[config.mk]
export PLATFORM = sky130hd
export DESIGN_NAME = vga_line_monitor
export DESIGN_NICKNAME = d
export VERILOG_FILES = /design/src/rtl/vga_line_monitor.sv
export SDC_FILE = /design/constraint.sdc
export NUM_CORES = 1
export LEC_CHECK = 0
export ABC_CLOCK_PERIOD_IN_PS = 2450
export BUFFER_PORTS_ARGS = -buffer_cell sky130_fd_sc_hd__buf_2
export CORE_AREA = 2 2 139 141
export CTS_BUF_LIST = sky130_fd_sc_hd__clkbuf_4
export CTS_CLUSTER_DIAMETER = 120
export CTS_CLUSTER_SIZE = 28
export DETAILED_ROUTE_END_ITERATION = 12
export DIE_AREA = 0 0 141 143
export HOLD_SLACK_MARGIN = 0.02
export PLACE_DENSITY = 0.5
export SLEW_MARGIN = 20
export SYNTH_ARGS = -nofsm -noshare
export SYNTH_HDL_FRONTEND = slang
export SYNTH_SLANG_ARGS = --single-unit
[constraint.sdc]
create_clock -name clk -period 2.45 [get_ports clk]
set_input_delay 0.245 -clock clk [delete_from_list [all_inputs] [get_ports clk]]
set_output_delay 0.245 -clock clk [all_outputs]
set_load 0.03 [all_outputs]
[src/rtl/vga_line_monitor.sv]
// Receive-side VGA horizontal timing monitor: measures each line, recovers x position, declares lock.
// Define VGA_MON_ERRCNT_EN to build the saturating error counter behind err_count.
module vga_line_monitor #(
    parameter int H_TOTAL    = 1345,
    parameter int H_ACTIVE   = 1024,
    parameter int H_SYNC     = 132,
    parameter int LOCK_LINES = 4
) (
    input  logic        clk,
    input  logic        rst_n,
    input  logic        hsync,
    input  logic        de,
    output logic        locked,
    output logic [11:0] line_len,
    output logic [11:0] sync_len,
    output logic [11:0] active_len,
    output logic        meas_valid,
    output logic        err,
    output logic        pixel_valid,
    output logic [10:0] x_pos,
    output logic [15:0] err_count
);

    // state | meaning
    // SEARCH  | waiting for a first hsync rise; partial line is discarded
    // MEASURE | capturing every line, counting consecutive matches
    // LOCKED  | timing matches the configured mode
    localparam logic [1:0] ST_SEARCH  = 2'd0;
    localparam logic [1:0] ST_MEASURE = 2'd1;
    localparam logic [1:0] ST_LOCKED  = 2'd2;

    localparam logic [11:0] CNT_MAX  = 12'hFFF;
    localparam logic [10:0] X_MAX    = 11'h7FF;
    localparam logic [11:0] L_TOTAL  = 12'(H_TOTAL);
    localparam logic [11:0] L_ACTIVE = 12'(H_ACTIVE);
    localparam logic [11:0] L_SYNC   = 12'(H_SYNC);
    localparam logic [3:0]  L_LOCK   = 4'(LOCK_LINES);

    logic        r_hs_q, r_hs_qq, r_de_q, r_de_qq;
    logic [11:0] r_period, r_sync, r_active;
    logic [11:0] r_line_len, r_sync_len, r_active_len;
    logic [1:0]  r_state;
    logic [3:0]  r_match_cnt;
    logic        r_meas_valid, r_err, r_pixel_valid;
    logic [10:0] r_x_pos;

    logic        w_rise, w_timeout, w_capture, w_match;
    logic [11:0] w_cap_len;
    logic [3:0]  w_match_inc;

    assign w_rise      = r_hs_q & ~r_hs_qq;
    assign w_cap_len   = (r_period == CNT_MAX) ? CNT_MAX : r_period + 12'd1;
    assign w_match     = (w_cap_len == L_TOTAL) && (r_sync == L_SYNC) && (r_active == L_ACTIVE);
    assign w_capture   = w_rise && (r_state != ST_SEARCH);
    // A rise on the same cycle as the would-be timeout restarts the line instead.
    assign w_timeout   = !w_rise && (r_state != ST_SEARCH) && (r_period == CNT_MAX - 12'd1);
    assign w_match_inc = r_match_cnt + 4'd1;

    always_ff @(posedge clk or negedge rst_n) begin
        if (!rst_n) begin
            r_hs_q  <= 1'b0;
            r_hs_qq <= 1'b0;
            r_de_q  <= 1'b0;
            r_de_qq <= 1'b0;
        end else begin
            r_hs_q  <= hsync;
            r_hs_qq <= r_hs_q;
            r_de_q  <= de;
            r_de_qq <= r_de_q;
        end
    end

    always_ff @(posedge clk or negedge rst_n) begin
        if (!rst_n) begin
            r_period <= 12'd0;
            r_sync   <= 12'd0;
            r_active <= 12'd0;
        end else if (w_rise) begin
            r_period <= 12'd0;
            r_sync   <= 12'd1;
            r_active <= {11'd0, r_de_q};
        end else begin
            if (r_period != CNT_MAX) r_period <= r_period + 12'd1;
            if (r_hs_q && r_sync != CNT_MAX) r_sync <= r_sync + 12'd1;
            if (r_de_q && r_active != CNT_MAX) r_active <= r_active + 12'd1;
        end
    end

    always_ff @(posedge clk or negedge rst_n) begin
        if (!rst_n) begin
            r_line_len   <= 12'd0;
            r_sync_len   <= 12'd0;
            r_active_len <= 12'd0;
            r_meas_valid <= 1'b0;
        end else begin
            r_meas_valid <= w_capture;
            if (w_capture) begin
                r_line_len   <= w_cap_len;
                r_sync_len   <= r_sync;
                r_active_len <= r_active;
            end
        end
    end

    always_ff @(posedge clk or negedge rst_n) begin
        if (!rst_n) begin
            r_state     <= ST_SEARCH;
            r_match_cnt <= 4'd0;
            r_err       <= 1'b0;
        end else begin
            r_err <= 1'b0;
            case (r_state)
                ST_SEARCH: begin
                    r_match_cnt <= 4'd0;
                    if (w_rise) r_state <= ST_MEASURE;
                end
                ST_MEASURE: begin
                    if (w_rise) begin
                        if (w_match) begin
                            r_match_cnt <= w_match_inc;
                            if (w_match_inc >= L_LOCK) r_state <= ST_LOCKED;
                        end else begin
                            r_match_cnt <= 4'd0;
                        end
                    end else if (w_timeout) begin
                        r_state     <= ST_SEARCH;
                        r_match_cnt <= 4'd0;
                        r_err       <= 1'b1;
                    end
                end
                ST_LOCKED: begin
                    if (w_rise) begin
                        if (!w_match) begin
                            r_state     <= ST_MEASURE;
                            r_match_cnt <= 4'd0;
                            r_err       <= 1'b1;
                        end
                    end else if (w_timeout) begin
                        r_state     <= ST_SEARCH;
                        r_match_cnt <= 4'd0;
                        r_err       <= 1'b1;
                    end
                end
                default: begin
                    r_state     <= ST_SEARCH;
                    r_match_cnt <= 4'd0;
                end
            endcase
        end
    end

    // x position follows de only; it is deliberately independent of lock state.
    always_ff @(posedge clk or negedge rst_n) begin
        if (!rst_n) begin
            r_pixel_valid <= 1'b0;
            r_x_pos       <= 11'd0;
        end else begin
            r_pixel_valid <= r_de_q;
            if (r_de_q) begin
                if (!r_de_qq) r_x_pos <= 11'd0;
                else if (r_x_pos != X_MAX) r_x_pos <= r_x_pos + 11'd1;
            end
        end
    end

`ifdef VGA_MON_ERRCNT_EN
    logic [15:0] r_err_count;

    always_ff @(posedge clk or negedge rst_n) begin
        if (!rst_n) r_err_count <= 16'd0;
        else if (r_err && r_err_count != 16'hFFFF) r_err_count <= r_err_count + 16'd1;
    end

    assign err_count = r_err_count;
`else
    assign err_count = 16'd0;
`endif

    assign locked      = (r_state == ST_LOCKED);
    assign line_len    = r_line_len;
    assign sync_len    = r_sync_len;
    assign active_len  = r_active_len;
    assign meas_valid  = r_meas_valid;
    assign err         = r_err;
    assign pixel_valid = r_pixel_valid;
    assign x_pos       = r_x_pos;

endmodule

# Word-level counts from Yosys, hierarchy flattened
# Index checks and enable logic that the tools add are counted.
word_totals:
  word_cells: 82
  mem_bits_ro: 0
  latchBits: 0
  mem_bits_rw: 0
  n_memories: 0
  ff_bits: 95
op_classes:
  addsub: 5
  n_eq_ne: 16
  muxes: 28
  shift: 0
  mul: 0
  order_cmp: 1
  n_reduce_logical: 15
  bitwise: 2
  n_div: 0
ops:
  columns: ["cell", "n"]
  rows:
  - ["2-to-1 mux 12 bit", 7]
  - ["adder 12 x 1 -> 12 bit (second input constant)", 3]
  - ["!= test 12 bit (second input constant)", 3]
  - ["== test 12 x 11 -> 1 bit (second input constant)", 2]
  - ["== test 12 bit (second input constant)", 2]
  - ["2-to-1 mux 11 bit", 2]
  - ["2-to-1 mux 4 bit", 5]
  - ["2-to-1 mux 2 bit", 7]
  - ["== test 12 x 8 -> 1 bit (second input constant)", 1]
  - ["adder 11 x 1 -> 11 bit (second input constant)", 1]
  - ["!= test 11 bit (second input constant)", 1]
  - ["!= test 3 bit (second input constant)", 3]
  - ["one-hot mux 4 bit (2 select lines)", 1]
  - ["nonzero test 2 bit", 4]
  - ["logical AND 1 bit", 7]
  - ["one-hot mux 2 bit (3 select lines)", 1]
  - ["adder 4 x 1 -> 4 bit (second input constant)", 1]
  - [">= comparator 4 x 3 -> 1 bit (second input constant)", 1]
  - ["2-to-1 mux 1 bit", 4]
  - ["AND reduction 4 bit", 1]
  - ["== test 2 x 1 -> 1 bit (second input constant)", 1]
  - ["== test 2 bit (second input constant)", 1]
  - ["logical NOT 2 bit", 1]
  - ["!= test 2 x 1 -> 1 bit (second input constant)", 1]
  - ["6 further kinds", 6]

# Longest topological paths before layout
depth:
  word_depth: 8
  mapped_depth: 9

# Least setup slack after synthesis
# OpenSTA, ideal clock, no wires.
synth_timing:
  kind: "register to register"
  from: "reg r_sync[0]"
  to: "reg r_match_cnt[2]"
  required_ns: 2.386
  path_slack_ns: -0.246
  path_buffers: 0
  arrival_ns: 2.632
  setup_time_ns: 0.064
  path_stages_with_launch: 10
  cell_sequence: "dfrtp_1 -> inv_1 -> ha_1 -> or4bb_1 -> nor4_1 -> nand3_1 -> or4_4 -> or3_4 -> nor4b_2 -> a211o_1"
synth_via:
  elab_chain_cells: 6
  elab_cells_between_ends: 7
synth_lines:
  columns: ["item", "line", "source"]
  rows:
  - ["start, declared", "40", "logic [11:0] r_period, r_sync, r_active;"]
  - ["start signal, assigned", "84", "if (r_hs_q && r_sync != CNT_MAX) r_sync <= r_sync + 12'd1;"]
  - ["== test 12 x 8 -> 1 bit *", "53", "assign w_match = (w_cap_len == L_TOTAL) && (r_sync == L_SYNC) && (r_active == L_ACTIVE);"]
  - ["logical AND 1 bit * (2 in a row)", "53", null]
  - ["2-to-1 mux 4 bit", "119", "if (w_match) begin"]
  - ["2-to-1 mux 4 bit", "118", "if (w_rise) begin"]
  - ["one-hot mux 4 bit (2 select lines)", "112", "case (r_state)"]
  - ["end signal, assigned", "120", "r_match_cnt <= w_match_inc;"]
  - ["end, declared", "43", "logic [3:0] r_match_cnt;"]
# Mark *: on every way between the ends. The rest lies on a longest branch, timed or not.
# A chain may end at the register's enable or synchronous reset.

# Worst setup path after layout
layout_timing:
  from: "reg r_sync[0]"
  to: "reg r_state[1]"
layout_via:
  elab_chain_cells: 5
  elab_cells_between_ends: 6
layout_lines:
  columns: ["item", "line", "source"]
  rows:
  - ["== test 12 x 8 -> 1 bit *", "53", null]
  - ["logical AND 1 bit * (2 in a row)", "53", null]
  - ["!= test 3 bit (no source line)", null, null]
  - ["AND reduction 4 bit (no source line) *", null, null]
  - ["end signal, assigned", "107", "r_state <= ST_SEARCH;"]
  - ["end signal, assigned", "115", "if (w_rise) r_state <= ST_MEASURE;"]
  - ["end signal, assigned", "121", "if (w_match_inc >= L_LOCK) r_state <= ST_LOCKED;"]
  - ["end, declared", "42", "logic [1:0] r_state;"]
# Marks and branches as above.

==> summary.md <==
| Metric | Value |
|---|---|
| Fin nets | `612` |
| Max cap viols | `0` |
| Initial antenna violation count | `1` |
| Port bufs | `54` |
| Failing checks | `setup timing` |
| Number of global-route vias before repair | `approximately 3800` |
| DRC errors left | `0` |
| Final weighted congestion in routability-driven placement | `just over 0.8` |
| Clk slew on worst S/H paths | `0.19 ns` |
| RSZ-0062 raised after global routing | `yes` |
| First-pass GRT wire length | `between 15000 and 20000 µm` |
| Critical Path Start Type | `flop` |
| Syn Inst Count | `a little under 500` |
| Row cnt | `50` |
| Setup ws final | `-0.234 ns` |
| Tot GR Track Use | `approximately 12%` |
| Die Ht | `143 µm` |
| Type of the worst setup path | `flop to flop` |
| Fin. max-slew vios | `0` |
| Initial DRC Count | `about 180` |
| TritonRoute pass-1 iters | `4` |
| Post-synthesis cell type count | `54` |
| Die Footprint | `around 20000 µm²` |
| PD cells | `roughly 700 nW/µm²` |
| Post-route clock period utilization | `110%` |
| Vias per cell | `~4.5` |
| Post-synth EDFFs | `0` |
| Gr ovfl total | `0` |
| Hpwl dp | `roughly 8000 µm` |
| Routed WL | `approximately 11000 µm` |
| Pin count of the biggest net entering global routing | `52` |
| Sequential fraction of the synthesis area | `slightly above 50%` |
| FILL cells | `between 1500 and 2000` |
| Wire length per cell | `13.7 µm` |
| Clock sink total | `95` |
| Worst endpoint required time | `2.81 ns` |
| Worst hold slack | `about 0.25 ns` |
| Total Power | `4.04 mW` |
| Outcome | `complete, but fails checks` |
| VDD IR max | `about 0.2 mV` |
| IO Count | `between 70 and 80` |
| CTS tree | `yes` |
| Arrival @ worst endpoint | `roughly 3 ns` |
| H-tree depth | `3` |
| Layout Area Growth over Synthesis | `24.3%` |
| Synth async-reset ratio | `between 90% and 100%` |
| CTS Root Cell | `clkbuf_4` |
| Multi-input logic area | `about 2100 µm²` |
| Final ANT Viol Nets | `0` |
| Max Root-Sink Buffers | `2` |
| Critical-path top delay cell | `or4_4` |
| Synth Flop Type | `dfrtp_1` |
| Pre-CTS setup slack | `-0.252 ns` |
| RR Endpoint | `r_state[1]` |
| Final Skew | `a little over 0.03 ns` |
| Relative slew slack | `between 50% and 60%` |
| Placed Instance Area | `about 5500 µm²` |
| Reg2reg setup slack | `-0.23 ns` |
| Largest stage delay on the critical path | `roughly 0.53 ns` |
| Synth Cell Area | `roughly 4600 µm²` |
| Floorplan Core Area | `approximately 19000 µm²` |
| Fin. Hold Viols | `0` |
| Origin of the critical flop-to-flop path | `r_sync[0]` |
| DR vias | `between 3000 and 4000` |
| HP Class | `input pin to async pin` |
| Leakage | `roughly 2.8 nW` |
| Setup crit end kind | `flop` |
| Reg2reg path depth | `9` |
| CP Cell Sequence | `inv_2 > ha_4 > or4bb_1 > nor4_2 > nand3_1 > or4_4 > o31ai_2 > and2_4 > o311ai_2` |
| Final Cell Area | `around 5700 µm²` |
| Inserted Clock Buffers | `9` |
| Yosys reg bits | `95` |
| F_max | `approximately 0.37 GHz` |
| Register Area | `about 2400 µm²` |
| Final min period | `approximately 2.7 ns` |
| Worst-Skew Late Latency | `roughly 0.50 ns` |
| Actual slew at the worst max-slew pin | `between 0.6 and 0.7 ns` |
| Initial core utilization | `24.8%` |
| Share of cells above drive strength 1 | `about a quarter` |
| Yosys warns | `0` |
| Die Width | `roughly 140 µm` |
| CP Max Fanout | `4` |
| Mean Syn Cell Area | `9.40 µm²` |
| Final setup viols | `7` |
[what timing repair did]
action	CTS	global route
hold buffers	3	0
hold endpoints to repair	46	0
pin swaps	1	4
setup endpoints to repair	7	7
setup buffers	3	1
gates resized for setup	6	8
[flip-flops by register name, indices dropped and copies added (netlist names)]
| signal | count |
|---|---|
| r_sync | 12 |
| r_hs_q | 1 |
| r_match_cnt | 4 |
| r_hs_qq | 1 |
| line_len | 12 |
| x_pos | 11 |
| r_state | 2 |
| active_len | 12 |
| meas_valid | 1 |
| r_de_q | 1 |
| pixel_valid | 1 |
| sync_len | 12 |
| err | 1 |
| r_active | 12 |
| r_period | 12 |
[cell type report]
type / count / share of cell area, %
Sequential cell: 95 / 41.5
Tap cell: 234 / 5.10
Multi-Input combinational cell: 365 / 37.3
Timing Repair Buffer: 112 / 12.7
Clock buffer: 9 / 1.18
Inverter: 13 / 0.850
Antenna cell: 1 / 0.0436
Clock inverter: 7 / 1.42
[cell usage after synthesis (all sizes together) (3+ instances only)]
master	instances	area (µm²)
dfrtp	95	2380
nor2b	5	31.3
clkbuf	14	52.6
a211oi	3	22.5
nor3	3	15.0
nand2b	5	31.3
xor2	19	166
and4	5	43.8
nand4	17	106
o21ai	26	130
nor2	61	229
xnor2	11	96.3
or3	8	55.1
ha	12	150
a31oi	3	18.8
buf	19	133
inv	13	48.8
a21oi	10	50.1
nand3	21	105
nand2	92	345
and3	6	37.5
nor4	3	18.8
[stage by stage]
| stage | TNS (ns) | cells | utilization [%] |
|---|---|---|---|
| CTS | -1.30 | 834 | 30.7 |
| detailed placement | -1.20 | 812 | 29.4 |
| global route | -2.37 | 836 | 30.9 |
| floorplan | -0.307 | 506 | - |
| finish | -1.38 | 836 | 30.9 |
| global placement | -0.861 | 812 | 29.4 |
[report_power, final]
| group | leakage (nW) | switching, mW | internal [mW] | total, mW |
|---|---|---|---|---|
| Clock | 0.0809 | 0.669 | 0.251 | 0.920 |
| Combinational | 1.44 | 0.768 | 0.468 | 1.24 |
| Sequential | 1.28 | 0.147 | 1.73 | 1.88 |
[worst max-delay path by stage]
stage                          from        endpoint  cells after the start
after floorplan           r_sync[0]  r_match_cnt[2]                      9
after global placement    r_sync[0]  r_match_cnt[2]                      9
after detailed placement  r_sync[0]      r_state[0]                      9
after CTS                 r_sync[1]  r_match_cnt[2]                      9
after global routing      r_sync[0]      r_state[0]                      9
final                     r_sync[0]      r_state[1]                      9
[cell usage in the layout, fill, tap and decap left out, types with 11 or more instances in the layout]
cell type,instances
buf_2,53
buf_4,55
conb_1,16
dfrtp_1,94
ha_1,11
inv_1,11
nand2_1,92
nand3_1,20
nand4_1,17
nor2_1,61
o21ai_0,26
xnor2_1,11
xor2_1,19
[cells by family after synthesis]
logic type	after synthesis	synth area share (%)
and+or+nand+nor	241	25.0
muxes	3	0.678
buffers and inverters	46	5.07
xor gates and xnor gates	30	5.69
AOI/OAI and AO/OA	63	8.70
adders and majority gates	12	3.25
other	1	0.0812
DFF	95	51.5
[critical path, delay by kind of cell, from the launching register on]
kind,cells,cell delay [ns]
flops,1,0.42
compound gates,2,0.41
buf+inv,1,0.08
simple gates,5,1.53
fa+ha+maj,1,0.12
[metal layers]
metal | routed length, µm | vias to the layer above | GRT usage, %
met4 | 234 | 0 | 4.74
met1 | 5220 | 1832 | 15.5
li1 | - | 1863 | -
met5 | 0 | - | 0
met3 | 512 | 16 | 2.95
met2 | 5500 | 72 | 19.7
Power figures use the tool's default switching activity.
